<file path="src/rtl/conv_pkg.sv">
// Shared definitions for the ADC-to-AXIS packer: FSM encoding, default
// packet length and the {Q, I} sample word layout.
package conv_pkg;

  typedef enum logic [1:0] {
    ST_IDLE  = 2'd0,
    ST_RUN   = 2'd1,
    ST_DRAIN = 2'd2
  } state_e;

  localparam logic [13:0] DEF_PKT_LEN = 14'd256;

  localparam int I_LSB = 0;
  localparam int Q_LSB = 16;

  function automatic logic [15:0] sat_inc16(input logic [15:0] v);
    return (v == 16'hFFFF) ? v : v + 16'd1;
  endfunction

endpackage

</file>
<file path="src/rtl/adc_axis_packer_fifo.sv">
// Single-clock FIFO with extra-MSB pointers; read data is presented
// combinationally from the head entry (show-ahead).
module sync_fifo #(
  parameter int WIDTH = 33,
  parameter int AW    = 4
) (
  input  logic             clk_i,
  input  logic             rst_ni,
  input  logic             wr_en_i,
  input  logic [WIDTH-1:0] wr_data_i,
  input  logic             rd_en_i,
  output logic [WIDTH-1:0] rd_data_o,
  output logic             full_o,
  output logic             empty_o
);

  logic [WIDTH-1:0] mem_q [2**AW];
  logic [AW:0]      wr_ptr_q, wr_ptr_d;
  logic [AW:0]      rd_ptr_q, rd_ptr_d;
  logic             do_wr, do_rd;

  assign empty_o = (wr_ptr_q == rd_ptr_q);
  assign full_o  = (wr_ptr_q[AW] != rd_ptr_q[AW]) &&
                   (wr_ptr_q[AW-1:0] == rd_ptr_q[AW-1:0]);

  // A write into a full FIFO is still legal when the head is popped this cycle.
  assign do_rd = rd_en_i && !empty_o;
  assign do_wr = wr_en_i && (!full_o || do_rd);

  assign wr_ptr_d  = do_wr ? wr_ptr_q + 1'b1 : wr_ptr_q;
  assign rd_ptr_d  = do_rd ? rd_ptr_q + 1'b1 : rd_ptr_q;
  assign rd_data_o = mem_q[rd_ptr_q[AW-1:0]];

  always_ff @(posedge clk_i or negedge rst_ni) begin
    if (!rst_ni) begin
      wr_ptr_q <= '0;
      rd_ptr_q <= '0;
    end else begin
      wr_ptr_q <= wr_ptr_d;
      rd_ptr_q <= rd_ptr_d;
    end
  end

  always_ff @(posedge clk_i) begin
    if (do_wr) begin
      mem_q[wr_ptr_q[AW-1:0]] <= wr_data_i;
    end
  end

endmodule

</file>
<file path="src/rtl/adc_axis_packer.sv">
// Packs free-running ADC I/Q strobes into fixed-length AXI-Stream packets,
// zero-padding the open packet when capture stops.
module adc_axis_packer
  import conv_pkg::*;
#(
  parameter int          U_DLY       = 1,
  parameter int          FIFO_AW     = 4,
  parameter logic [13:0] DEF_PKT_LEN = conv_pkg::DEF_PKT_LEN
) (
  input  logic        axis_clk,
  input  logic        rst_n,
  input  logic        enable,
  input  logic [13:0] pkt_len,
  input  logic        sample_valid,
  input  logic [31:0] sample_data,
  output logic        axis_tvalid,
  output logic [31:0] axis_tdata,
  output logic        axis_tlast,
  input  logic        axis_tready,
  input  logic        cnt_clr,
  output logic        busy,
  output logic        drop_flag,
  output logic [15:0] drop_cnt,
  output logic [15:0] pkt_cnt
);

  // Register timing is zero-delay here; the parameter is kept for interface parity.
  logic unused_udly;
  assign unused_udly = (U_DLY != 0);

  state_e      state_q, state_d;
  logic [13:0] len_q, len_d, pos_q, pos_d;
  logic        drop_flag_q, drop_flag_d;
  logic [15:0] drop_cnt_q, drop_cnt_d, pkt_cnt_q, pkt_cnt_d;
  logic        out_vld_q, out_vld_d, out_last_q, out_last_d;
  logic [31:0] out_data_q, out_data_d;

  logic        fifo_wr, fifo_rd, fifo_full, fifo_empty;
  logic [32:0] fifo_wdata, fifo_rdata;
  logic        pos_last, hs;
  logic [13:0] pos_next;

  sync_fifo #(.WIDTH(33), .AW(FIFO_AW)) u_fifo (
    .clk_i    (axis_clk),
    .rst_ni   (rst_n),
    .wr_en_i  (fifo_wr),
    .wr_data_i(fifo_wdata),
    .rd_en_i  (fifo_rd),
    .rd_data_o(fifo_rdata),
    .full_o   (fifo_full),
    .empty_o  (fifo_empty)
  );

  assign pos_last = (pos_q == len_q - 14'd1);
  assign pos_next = pos_last ? 14'd0 : pos_q + 14'd1;
  assign hs       = out_vld_q && axis_tready;
  // Output register refills on the handshake cycle, so full-rate streams have no bubbles.
  assign fifo_rd  = !fifo_empty && (!out_vld_q || axis_tready);

  always_comb begin
    state_d     = state_q;
    len_d       = len_q;
    pos_d       = pos_q;
    drop_flag_d = drop_flag_q;
    drop_cnt_d  = drop_cnt_q;
    pkt_cnt_d   = pkt_cnt_q;
    fifo_wr     = 1'b0;
    fifo_wdata  = '0;

    unique case (state_q)
      ST_IDLE: begin
        if (enable) begin
          state_d = ST_RUN;
          len_d   = (pkt_len == 14'd0) ? DEF_PKT_LEN : pkt_len;
          pos_d   = '0;
        end
      end
      ST_RUN: begin
        if (sample_valid) begin
          if (!fifo_full) begin
            fifo_wr    = 1'b1;
            fifo_wdata = {pos_last, sample_data[Q_LSB +: 16], sample_data[I_LSB +: 16]};
            pos_d      = pos_next;
          end else begin
            drop_flag_d = 1'b1;
            drop_cnt_d  = sat_inc16(drop_cnt_q);
          end
        end
        if (!enable) begin
          state_d = ST_DRAIN;
        end
      end
      ST_DRAIN: begin
        // Pad the open packet with zeros before declaring the stream idle.
        if (pos_q != 14'd0) begin
          if (!fifo_full) begin
            fifo_wr    = 1'b1;
            fifo_wdata = {pos_last, 32'd0};
            pos_d      = pos_next;
          end
        end else if (fifo_empty && !out_vld_q) begin
          state_d = ST_IDLE;
        end
      end
      default: state_d = ST_IDLE;
    endcase

    if (hs && out_last_q) begin
      pkt_cnt_d = pkt_cnt_q + 16'd1;
    end
    if (cnt_clr) begin
      drop_flag_d = 1'b0;
      drop_cnt_d  = '0;
      pkt_cnt_d   = '0;
    end
  end

  always_comb begin
    out_vld_d  = out_vld_q;
    out_data_d = out_data_q;
    out_last_d = out_last_q;
    if (fifo_rd) begin
      out_vld_d  = 1'b1;
      out_data_d = fifo_rdata[31:0];
      out_last_d = fifo_rdata[32];
    end else if (hs) begin
      out_vld_d  = 1'b0;
    end
  end

  always_ff @(posedge axis_clk or negedge rst_n) begin
    if (!rst_n) begin
      state_q     <= ST_IDLE;
      len_q       <= DEF_PKT_LEN;
      pos_q       <= '0;
      drop_flag_q <= 1'b0;
      drop_cnt_q  <= '0;
      pkt_cnt_q   <= '0;
      out_vld_q   <= 1'b0;
      out_data_q  <= '0;
      out_last_q  <= 1'b0;
    end else begin
      state_q     <= state_d;
      len_q       <= len_d;
      pos_q       <= pos_d;
      drop_flag_q <= drop_flag_d;
      drop_cnt_q  <= drop_cnt_d;
      pkt_cnt_q   <= pkt_cnt_d;
      out_vld_q   <= out_vld_d;
      out_data_q  <= out_data_d;
      out_last_q  <= out_last_d;
    end
  end

  assign axis_tvalid = out_vld_q;
  assign axis_tdata  = out_data_q;
  assign axis_tlast  = out_last_q;
  assign busy        = (state_q != ST_IDLE) || !fifo_empty || out_vld_q;
  assign drop_flag   = drop_flag_q;
  assign drop_cnt    = drop_cnt_q;
  assign pkt_cnt     = pkt_cnt_q;

endmodule

</file>
<file path="config.mk">
export PLATFORM = sky130hd
export DESIGN_NAME = adc_axis_packer
export DESIGN_NICKNAME = d
export VERILOG_FILES = /design/src/rtl/conv_pkg.sv /design/src/rtl/adc_axis_packer_fifo.sv /design/src/rtl/adc_axis_packer.sv
export SDC_FILE = /design/constraint.sdc
export NUM_CORES = 1
export LEC_CHECK = 0
export CAP_MARGIN = 20
export CORE_ASPECT_RATIO = 1.25
export CORE_MARGIN = 3
export CORE_UTILIZATION = 40
export DETAILED_ROUTE_END_ITERATION = 16
export GPL_ROUTABILITY_DRIVEN = 0
export GPL_TIMING_DRIVEN = 0
export PLACE_DENSITY_LB_ADDON = 0.2
export SYNTH_ARGS = -nofsm -noshare
export SYNTH_HDL_FRONTEND = slang
export SYNTH_SLANG_ARGS = --single-unit
</file>
<file path="constraint.sdc">
create_clock -name axis_clk -period 10.52 [get_ports axis_clk]
set_input_delay 1.578 -clock axis_clk [delete_from_list [all_inputs] [get_ports axis_clk]]
set_output_delay 1.578 -clock axis_clk [all_outputs]
set_load 0.01 [all_outputs]
</file>
; Word-level counts from Yosys, hierarchy flattened
; Memory sizes are Yosys's and may differ from the RTL's. A register that Yosys moved wholly into a read port is not among the register bits.
; Index checks and enable logic that the tools add are counted.
; Widths: inputs -> output; s select.
[totals]
register_bits = 74
mem_bits_rw = 528
output_inout_bits = 68
wordCells = 96
memories = 1
[memory_table]
columns = memory, words, word_bits, rd, rd_ports_with_merged_regs, write_ports, line
row1 = u_fifo.mem_q, 16, 33, 1, 1, 1, adc_axis_packer_fifo.sv:17  ; logic [WIDTH-1:0] mem_q [2**AW];
[op_classes]
addsub = 6
eq_ne = 14
muxes = 36
n_reduce_logical = 30
[ops]
columns = operator, n
row1 = $mux 33, 4
row2 = $mux 16, 7
row3 = $mux 14, 6
row4 = $pmux 33 s2, 1
row5 = $pmux 14 s3, 1
row6 = $add 16x1->16 const B, 2
row7 = $eq 16x16->1 const B, 1
row8 = $add 14x1->14 const B, 1
row9 = $eq 14x14->1, 1
row10 = $logic_not 14->1, 1
row11 = $ne 2x2->1 const B, 7
row12 = $reduce_bool 14->1, 1
row13 = $sub 14x1->14 const B, 1
row14 = $reduce_and 4->1, 3
row15 = $reduce_bool 2->1, 6
row16 = $mux 1, 11
row17 = $add 5x1->5 const B, 2
row18 = $mux 2, 4
row19 = $logic_and 1x1->1, 7
row20 = $pmux 2 s3, 1
row21 = $eq 5x5->1, 1
row22 = $eq 4x4->1, 1
row23 = $logic_not 1->1, 4
row24 = $logic_or 1x1->1, 4
row25 = other kinds (8), 8

; Logic depth before layout (Yosys ltp)
; Gate-level depths: netlist of the first run.
[depth]
depth_word = 8
ltp_mapped = 9
depth_no_buf = 9

; By module
; A second synthesis of the first run with hierarchy kept.
[hier_totals]
hier_cells = 1373
area_unflattened_um2 = 25533.2
[by_module_without_submodules]
columns = module, n_inst, cells_each, area_each_um2, seq_area_each_um2
row1 = sync_fifo, 1, 878, 20402.1, 16105.4
row2 = adc_axis_packer, 1, 495, 5131.2, 2428.6

; Least setup slack after synthesis of the first run
; No wires, ideal clock.
[synth_path]
path_kind = in2reg
from = input sample_valid
to = memory u_fifo.mem_q[3][0], enable pin
setup_ns = 0.464
arrival_time_ns = 4.454
t_required_ns = 10.056
slack_ns = 5.601
path_stages = 4
path_buffers = 0
cell_sequence = nor2_1 nor3_2 nand2_1 nor3_1
[synth_between]
elab_chain_cells = 5
[synth_lines]
columns = element, line
row1 = "start, declared", adc_axis_packer.sv:14  ; input logic sample_valid,
row2 = $mux 1, adc_axis_packer.sv:79  ; if (sample_valid) begin
row3 = $pmux 1 s2, adc_axis_packer.sv:70  ; unique case (state_q)
row4 = $logic_and 1x1->1, adc_axis_packer_fifo.sv:28  ; assign do_wr = wr_en_i && (!full_o || do_rd);
row5 = $mux 1, adc_axis_packer_fifo.sv:45  ; if (do_wr) begin
row6 = $mux 1 (not written as such), adc_axis_packer_fifo.sv:46  ; mem_q[wr_ptr_q[AW-1:0]] <= wr_data_i;
row7 = "end, declared", adc_axis_packer_fifo.sv:17
; No other way between the ends.

; Final worst setup path of the first run
[layout_path]
from = register u_fifo.rd_ptr_q[0]
to = output busy
[layout_between]
elab_chain_cells = 4
[layout_lines]
columns = element, line
row1 = "start, declared", adc_axis_packer_fifo.sv:19  ; logic [AW:0] rd_ptr_q, rd_ptr_d;
row2 = "start signal, assigned", adc_axis_packer_fifo.sv:40  ; rd_ptr_q <= rd_ptr_d;
row3 = $eq 5x5->1, adc_axis_packer_fifo.sv:22  ; assign empty_o = (wr_ptr_q == rd_ptr_q);
row4 = $logic_not 1->1, adc_axis_packer.sv:158  ; assign busy = (state_q != ST_IDLE) || !fifo_empty || out_vld_q;
row5 = $logic_or 1x1->1 (2 in series), adc_axis_packer.sv:158
row6 = "end, declared", adc_axis_packer.sv:21  ; output logic busy,
; No other way between the ends.

==> results.json, run 1 <==
{
  "numPortBuffers": 118,
  "synthesis.area_um2": 25400,
  "first_pass_iters": 5,
  "finalCriticalPeriod_ns": 4.14,
  "setup_viol": 0,
  "synth_top_area_share_pct": 62.3,
  "cap_violations": 0,
  "pre_cts_ws_ns": 6.03,
  "synth.largest_area_cell": "edfxtp_1",
  "critPathKind": "flop to output pin",
  "initial_core_util_pct": 40.8,
  "mostFrequentLayoutCells": "edfxtp_1 (528), mux4_2 (165), clkdlybuf4s50_1 (117)",
  "reg2reg_setup_slack_ns": 6.80,
  "die_h_um": 288,
  "fin_skew_ns": 0.0132,
  "maxSlewHeadroom_pct": 30.5,
  "wl_per_cell_um": 25.5,
  "ios": 120,
  "place_inst": 2277,
  "status": "complete, no violations",
  "cts_tree": "yes",
  "cts_root_buffer": "clkbuf_16",
  "ctsHtreeMaxLevel": 2,
  "crit_required_ns": 8.94,
  "hpwl_um": 39800,
  "die_w_um": 232,
  "regArea_um2": 18500,
  "nNetsFinal": 1578,
  "start_kind": "flop",
  "postPlaceCellArea_um2": 28400,
  "yosysSeqAreaShare_pct": 72.9,
  "r2r-start": "state_q[1]$_DFFE_PN0P_",
  "grt_pass1_wl_um": 91000,
  "cts_setup_buffers": 0,
  "fin_crit_sh_pct": 39.4,
  "wl_um": 61100,
  "coreArea_um2": 62400,
  "cts_resized": 0,
  "postSynthAreaPerCell_um2": 19.7,
  "whs_ns": 0.506,
  "grt_pass1_vias": 13694,
  "row_count": 102,
  "rsz0062_at_grt": "no",
  "crit_path_end_kind": "output pin",
  "worst_pin_slew_ns": 1.04,
  "vias": 13045,
  "ys_seq_elements": 635,
  "dieArea_um2": 66700,
  "first_iter_violations": 1096,
  "grt_overflow": 0,
  "hold_start": "axis_tdata[3]$_DFFE_PN0P_",
  "fin_cells": 2394,
  "setup_slack_ns": 6.38,
  "power.total_mw": 7.90,
  "ir_drop_uv": 142,
  "drc": 0,
  "path_clk_slew_ns": 0.06,
  "final-hold-violation-count": 0,
  "synthFlopType": "edfxtp_1",
  "yosysWarnings": 0,
  "final_core_util_pct": 48.7,
  "cts.path.max_buffers": 3,
  "synth_cells": 1289,
  "synth_enable_flop_cells": 528,
  "drive_above_1_share_pct": 24.8,
  "pwr_density_cell_nw_per_um2": 260,
  "final_cell_area_um2": 30400,
  "grt_antenna_before_repair": 1,
  "antennaDiodeCount": 0,
  "grt_max_degree": 85,
  "async_reset_ff_share_pct": 16.9,
  "power_leakage_nw": 10.3,
  "hp-class": "flop to flop",
  "drtAntennaViolNets": 0,
  "cts_buffers": 61,
  "clock.fmax_mhz": 241,
  "multi_input_area_um2": 6700,
  "syn-num-nets": 1355,
  "clock_latency_ns": 0.63,
  "critPathMaxFanout": 9,
  "cp-startpoint": "u_fifo.rd_ptr_q[0]$_DFFE_PN0P_",
  "synth_area_leaders": "edfxtp_1 (62%), mux4_2 (15%), dfrtp_1 (10%)",
  "drv_slew": 0,
  "fillCellCount": 5043,
  "fin_setup_tns_ns": 0,
  "arrival_ns": 2.56,
  "synthToLayoutAreaGrowth_pct": 19.5,
  "routed_via_density": 5.45,
  "final_common_cell": "edfxtp_1",
  "synth.distinct_cells": 55,
  "cts-hold-fix-buffers": 0,
  "cts_sinks": 635,
  "grt_usage_pct": 18.7
}
-- power by group --
part	total [mW]	switching [mW]	leakage (nW)	internal [mW]
registers	3.23	0.144	6.30	3.09
clock network	2.17	0.929	0.947	1.24
logic	2.50	1.30	3.01	1.20
total	7.90	2.37	10.3	5.53
-- final cells by class --
class,instances,area share (%)
Tap cell,832,3.43
Sequential cell,635,61.0
Multi-Input combinational cell,576,22.1
Inverter,19,0.235
Clock inverter,22,0.877
Timing Repair Buffer,160,6.01
Clock buffer,91,5.60
Buffer,59,0.819
-- Yosys cell counts, drive strengths merged (16+ instances only) --
cell type and n:
xor2 40, nor3 21, clkbuf 32, mux2 50, and2 33, buf 27
nand3 23, xnor2 25, inv 19, a21oi 16, nand2 30, edfxtp 528
mux4 165, dfrtp 106, nor2 62
-- path summary, 6_finish.rpt --
path	end	cells after the start
max in group asynchronous	len_q[8]$_DFFE_PN1P_	2
worst max register to register	u_fifo.mem_q[3][7]$_DFFE_PP_	10
min in group asynchronous	pkt_cnt[15]$_DFFE_PN0P_	1
worst min-delay path	axis_tdata[3]$_DFFE_PN0P_	1
worst min register to register	axis_tdata[3]$_DFFE_PN0P_	1
worst max-delay path	busy	6
-- cells by family after synthesis --
logic type / Yosys count / share of synthesized area, %
AOI/OAI and AO/OA: 53 / 1.34
xor gates and xnor gates: 65 / 2.24
adders and majority gates: 14 / 0.689
buffers and inverters: 78 / 1.26
DFF: 635 / 72.9
muxes: 218 / 16.9
and+or+nand+nor: 226 / 4.67
-- per-layer routing --
layer	GRT usage (%)	routed length [um]	vias to the layer above
met5	0	0	-
met1	24.5	25100	6969
li1	-	-	5623
met4	4.62	1290	0
met3	2.82	3190	85
met2	32.8	31500	368
-- registers in the layout (all words and copies together) (netlist names) --
name / flops
u_fifo.mem_q: 528
axis_tdata: 32
drop_cnt: 16
pkt_cnt: 16
len_q: 14
pos_q: 14
u_fifo.rd_ptr_q: 5
u_fifo.wr_ptr_q: 5
state_q: 2
axis_tlast: 1
axis_tvalid: 1
drop_flag: 1
-- critical path, cell delays in order, from the launching register on --
cell and delay [ns]:
dfrtp_1 0.36, buf_2 0.31, xnor2_1 0.17, nand4_1 0.21, nor2_1 0.28, nand3_1 0.13, clkdlybuf4s50_1 0.50
(Power assumes the default switching activity.)
==> run 2: changes to the inputs <==
==> constraint.sdc (replaced) <==
create_clock -name axis_clk -period 3.95 [get_ports axis_clk]
set_input_delay 0.5925 -clock axis_clk [delete_from_list [all_inputs] [get_ports axis_clk]]
set_output_delay 0.5925 -clock axis_clk [all_outputs]
set_load 0.01 [all_outputs]
==> run 2 against run 1 <==
Hold slack worse by 0.17 ns. Combinational power rose to 2.7 times the previous value. Clock skew up 0.033 ns. Count of clock-buffer cells in the layout down 15. Critical path type is now flop to flop. Critical endpoint is now u_fifo.mem_q[11][20]$_DFFE_PP_.
==> results.json, run 2 (same netlist as run 1, synthesis figures left out) <==
{
  "r2r-start": "state_q[1]$_DFFE_PN0P_",
  "cp-startpoint": "state_q[1]$_DFFE_PN0P_",
  "cts_root_buffer": "clkbuf_16",
  "pre_cts_ws_ns": 0.231,
  "start_kind": "flop",
  "cts_resized": 0,
  "largest_reg_flops": 528,
  "cpMaxStageDelayCell": "nor2_4",
  "r2r_cells": 8,
  "pwr_density_cell_nw_per_um2": 697,
  "fin_crit_sh_pct": 93.6,
  "power_leakage_nw": 10.3,
  "dieArea_um2": 66700,
  "die_h_um": 288,
  "first_iter_violations": 1276,
  "arrival_ns": 4.00,
  "drv_slew": 0,
  "grt_usage_pct": 18.7,
  "crit_required_ns": 4.26,
  "critPathMaxFanout": 20,
  "cap_violations": 0,
  "status": "complete, no violations",
  "worst_pin_slew_ns": 1.16,
  "crit_chain": "inv_1 > ha_1 > clkbuf_1 > o21ai_0 > nor3_2 > nand2_1 > nor2_4 > buf_12",
  "hpwl_um": 38800,
  "maxSlewHeadroom_pct": 22.7,
  "fin_skew_ns": 0.0460,
  "setup_viol": 0,
  "routed_via_density": 5.48,
  "nNetsFinal": 1576,
  "power.total_mw": 21.3,
  "ir_drop_uv": 361,
  "numPortBuffers": 118,
  "initial_core_util_pct": 40.8,
  "cts.path.max_buffers": 3,
  "grt_pass1_vias": 13814,
  "final-hold-violation-count": 0,
  "final_cell_area_um2": 30500,
  "first_pass_iters": 5,
  "cts_tree": "yes",
  "r2r_end": "u_fifo.mem_q[11][20]$_DFFE_PP_",
  "endpoint": "u_fifo.mem_q[11][20]$_DFFE_PP_",
  "hp-class": "primary input to flop",
  "setup_slack_ns": 0.254,
  "drc": 0,
  "vias": 13108,
  "die_w_um": 232,
  "ctsHtreeMaxLevel": 2,
  "wl_um": 61900,
  "crit_path_end_kind": "flop",
  "postPlaceCellArea_um2": 28400,
  "slowest_delay_ns": 0.68,
  "reg2reg_setup_slack_ns": 0.25,
  "grt_antenna_before_repair": 1,
  "final_common_cell": "edfxtp_1",
  "grt_max_degree": 83,
  "clock_latency_ns": 0.65,
  "grt_pass1_wl_um": 90800,
  "cts_buffers": 61,
  "wl_per_cell_um": 25.8,
  "mostFrequentLayoutCells": "edfxtp_1 (528), mux4_2 (165), clkdlybuf4s50_1 (117)",
  "critPathKind": "flop to flop",
  "fillCellCount": 5107,
  "clock.fmax_mhz": 271,
  "whs_ns": 0.339,
  "coreArea_um2": 62400,
  "antennaDiodeCount": 0,
  "cts_sinks": 635,
  "grt_overflow": 0,
  "drive_above_1_share_pct": 25.2,
  "ios": 120,
  "finalCriticalPeriod_ns": 3.70,
  "drtAntennaViolNets": 0,
  "rsz0062_at_grt": "no",
  "path_clk_slew_ns": 0.07,
  "row_count": 102,
  "synthToLayoutAreaGrowth_pct": 19.9
}
-- run 2: changes by cell type in the layout (fill, tap and decap cells not counted), sizes merged --
cell	delta
clkbuf	-15
clkinv	+13
buf	-3
clkinvlp	+2
bufinv	+1
dlygate4sd3	+1
inv	+1
-- run 2: metal layers --
layer	global-route usage [%]	routed length (um)
met5	0	0
met4	5.19	1600
met3	2.78	3300
met2	32.4	31200
met1	24.8	25800
-- run 2: what timing repair did --
item | 4_1_cts | 5_1_grt
hold buffers | 1 | 0
setup buffers | 0 | 3
setup endpoints to repair | 0 | 31
endpoints found under the hold margin | 25 | 0
-- run 2: metrics by stage --
stage | instances | util (%) | setup TNS (ns)
6_report | 2394 | 48.9 | 0
5_1_grt | 2394 | 48.9 | 0
4_1_cts | 2387 | 48.7 | 0
3_5_place_dp | 2271 | 45.5 | 0
3_3_place_gp | 2239 | 44.4 | -1334.58
2_1_floorplan | 1289 | - | 0
-- run 2: cell type report --
class | count | area [um^2] | share of cell area [%]
multi-input combinational | 576 | 6720 | 22.0
clock buffer | 76 | 1620 | 5.32
clock inverter | 39 | 397 | 1.30
sequential | 635 | 18500 | 60.8
tap | 832 | 1040 | 3.41
inverter | 19 | 71.3 | 0.234
timing repair buffer | 158 | 1870 | 6.14
buffer | 59 | 249 | 0.816
-- run 2: worst min-delay path by stage --
stage                              start                        end  depth (start not counted)
6_report                         cnt_clr     pkt_cnt[5]$_DFFE_PN0P_                          2
5_1_grt                          cnt_clr     pkt_cnt[5]$_DFFE_PN0P_                          2
4_1_cts                          cnt_clr     pkt_cnt[5]$_DFFE_PN0P_                          2
3_5_place_dp   axis_tdata[0]$_DFFE_PN0P_  axis_tdata[0]$_DFFE_PN0P_                          1
3_3_place_gp   axis_tdata[0]$_DFFE_PN0P_  axis_tdata[0]$_DFFE_PN0P_                          1
2_1_floorplan                      rst_n  axis_tdata[0]$_DFFE_PN0P_                          0
-- run 2: worst max-delay path, delay by kind of cell (launching register included) --
family	cells	cell delay [ns]
buf+inv	3	0.72
compound gates	1	0.31
flops	1	0.40
fa+ha+maj	1	0.27
simple gates	3	1.64
-- run 2: where the power goes --
group          total [mW]  switching [mW]  internal (mW)
combinational        6.79            3.53           3.25
clock                5.87            2.55           3.32
sequential           8.60           0.384           8.22
==> run 3: changes to the inputs <==
--- a/config.mk
+++ b/config.mk
@@ -13,6 +13,7 @@
 export GPL_ROUTABILITY_DRIVEN = 0
 export GPL_TIMING_DRIVEN = 0
 export PLACE_DENSITY_LB_ADDON = 0.2
+export SKIP_CTS_REPAIR_TIMING = 1
 export SYNTH_ARGS = -nofsm -noshare
 export SYNTH_HDL_FRONTEND = slang
 export SYNTH_SLANG_ARGS = --single-unit
==> run 3 against run 2 <==
Sequential power about the same. Largest power group unchanged. Non-clock buffer count is the same. Sequential cell count stayed put. Total power hardly changed. Via count is 0.11% lower. Register-to-register slack is essentially flat. Clock skew grew 0.00080 ns. Global-route usage did not move. Count of clock-buffer cells in the layout unchanged. Worst setup slack got worse by 0.013 ns. Critical path depth stayed put.
==> results.json, run 3 (same netlist as run 1, synthesis figures left out) <==
{
  "crit_chain": "inv_1 > ha_1 > clkbuf_1 > o21ai_0 > nor3_2 > nand2_1 > nor2_4 > buf_12",
  "multi_input_area_um2": 6720,
  "maxSlewHeadroom_pct": 23.2,
  "initial_core_util_pct": 40.8,
  "fin_crit_sh_pct": 93.9,
  "grt_busiest_layer": "met2",
  "cp_num_buf_inv": 3,
  "pwr_density_cell_nw_per_um2": 697,
  "rsz0062_at_grt": "no",
  "antennaDiodeCount": 0,
  "wl_um": 61900,
  "first_iter_violations": 1247,
  "worst_pin_slew_ns": 1.15,
  "die_w_um": 232,
  "critPathMaxFanout": 20,
  "cts_sinks": 635,
  "place_inst": 2271,
  "final_core_util_pct": 48.9,
  "crit_path_end_kind": "flop",
  "cts_root_buffer": "clkbuf_16",
  "ios": 120,
  "cpMaxStageDelayCell": "nor2_4",
  "ctsHtreeMaxLevel": 2,
  "grt_antenna_before_repair": 1,
  "power_leakage_nw": 10.3,
  "final_common_cell": "edfxtp_1",
  "clock.fmax_mhz": 270,
  "fin_cells": 2394,
  "nNetsFinal": 1576,
  "wl_per_cell_um": 25.8,
  "row_count": 102,
  "drv_slew": 0,
  "grt_pass1_wl_um": 90800,
  "cpLargestDelayFamily": "simple AND/OR/NAND/NOR gates",
  "grt_usage_pct": 18.7,
  "hp-class": "primary input to flop",
  "grt_pass1_vias": 13808,
  "drc": 0,
  "cap_violations": 0,
  "status": "complete, no violations",
  "critPathKind": "flop to flop",
  "fin_setup_tns_ns": 0,
  "cts_tree": "yes",
  "start_kind": "flop",
  "drive_above_1_share_pct": 25.2,
  "routed_via_density": 5.47,
  "first_pass_iters": 5,
  "cts_buffers": 61,
  "globalRouteMet3Util_pct": 2.78,
  "final-hold-violation-count": 0,
  "dieArea_um2": 66700,
  "grt_max_degree": 83,
  "mostFrequentLayoutCells": "edfxtp_1 (528), mux4_2 (165), clkdlybuf4s50_1 (117)",
  "cts.path.max_buffers": 3,
  "die_h_um": 288,
  "largest_reg_flops": 528,
  "vias": 13094,
  "fillCellCount": 5107,
  "synthToLayoutAreaGrowth_pct": 19.9,
  "fin_skew_ns": 0.0468,
  "crit_required_ns": 4.26,
  "gr-usage-met1_pct": 24.8,
  "clock_latency_ns": 0.65,
  "hpwl_um": 38800,
  "met2_usage_pct": 32.4,
  "coreArea_um2": 62400,
  "drtAntennaViolNets": 0,
  "path_clk_slew_ns": 0.07,
  "regArea_um2": 18500,
  "numPortBuffers": 118,
  "finalCriticalPeriod_ns": 3.71,
  "slowest_delay_ns": 0.69,
  "setup_viol": 0,
  "ir_drop_uv": 360,
  "grt_overflow": 0,
  "arrival_ns": 4.02
}
==> run 3: cell type report <==
cell class / instances / share of cell area (%)
Sequential cell: 635 / 60.8
Multi-Input combinational cell: 576 / 22.0
Timing Repair Buffer: 158 / 6.14
Clock buffer: 76 / 5.32
Tap cell: 832 / 3.41
Clock inverter: 39 / 1.30
Buffer: 59 / 0.816
Inverter: 19 / 0.234
==> run 3: metrics by stage <==
step | power, mW | worst slack [ns] | hold WS [ns] | cell area, um^2
2_1_floorplan | 12.9 | 0.258 | 0.297 | 25500
3_3_place_gp | 15.1 | -2.91 | 0.488 | 27700
3_5_place_dp | 15.6 | 0.231 | 0.499 | 28400
4_1_cts | 21.5 | 0.198 | -0.182 | 30400
5_1_grt | 22.2 | 0.00758 | 0.376 | 30500
6_report | 21.3 | 0.241 | 0.339 | 30500
==> run 3: path summary, 6_finish.rpt <==
check                      depth (start not counted)  slack, ns                        endpoint                       start
hold reg to reg                                    1       0.51      axis_tdata[15]$_DFFE_PN0P_  axis_tdata[15]$_DFFE_PN0P_
min in group asynchronous                          2       0.42       axis_tdata[3]$_DFFE_PN0P_                       rst_n
setup reg to reg                                   8       0.24  u_fifo.mem_q[11][20]$_DFFE_PP_      state_q[1]$_DFFE_PN0P_
hold / removal                                     2       0.34          pkt_cnt[5]$_DFFE_PN0P_                     cnt_clr
max in group asynchronous                          3       2.69            len_q[8]$_DFFE_PN1P_                       rst_n
setup / recovery                                   8       0.24  u_fifo.mem_q[11][20]$_DFFE_PP_      state_q[1]$_DFFE_PN0P_
==> run 3: where the power goes <==
group / switching [mW] / internal [mW] / total [mW]
combinational: 3.53 / 3.25 / 6.78
sequential: 0.384 / 8.22 / 8.60
clock: 2.55 / 3.32 / 5.87
total: 6.46 / 14.8 / 21.3
==> run 3: worst reg2reg max path, stage by stage, from the launching register on <==
cell and delay, ns:
dfrtp_1 0.40, inv_1 0.08, ha_1 0.27, clkbuf_1 0.34, o21ai_0 0.31, nor3_2 0.56
nand2_1 0.40, nor2_4 0.69, buf_12 0.30
==> run 3: routing by layer <==
layer	share of wire, %	routed length, um	vias to the layer above
li1	-	-	5627
met1	42	25700	6957
met2	50	31100	407
met3	5.5	3380	103
met4	2.7	1650	0
met5	0	0	-
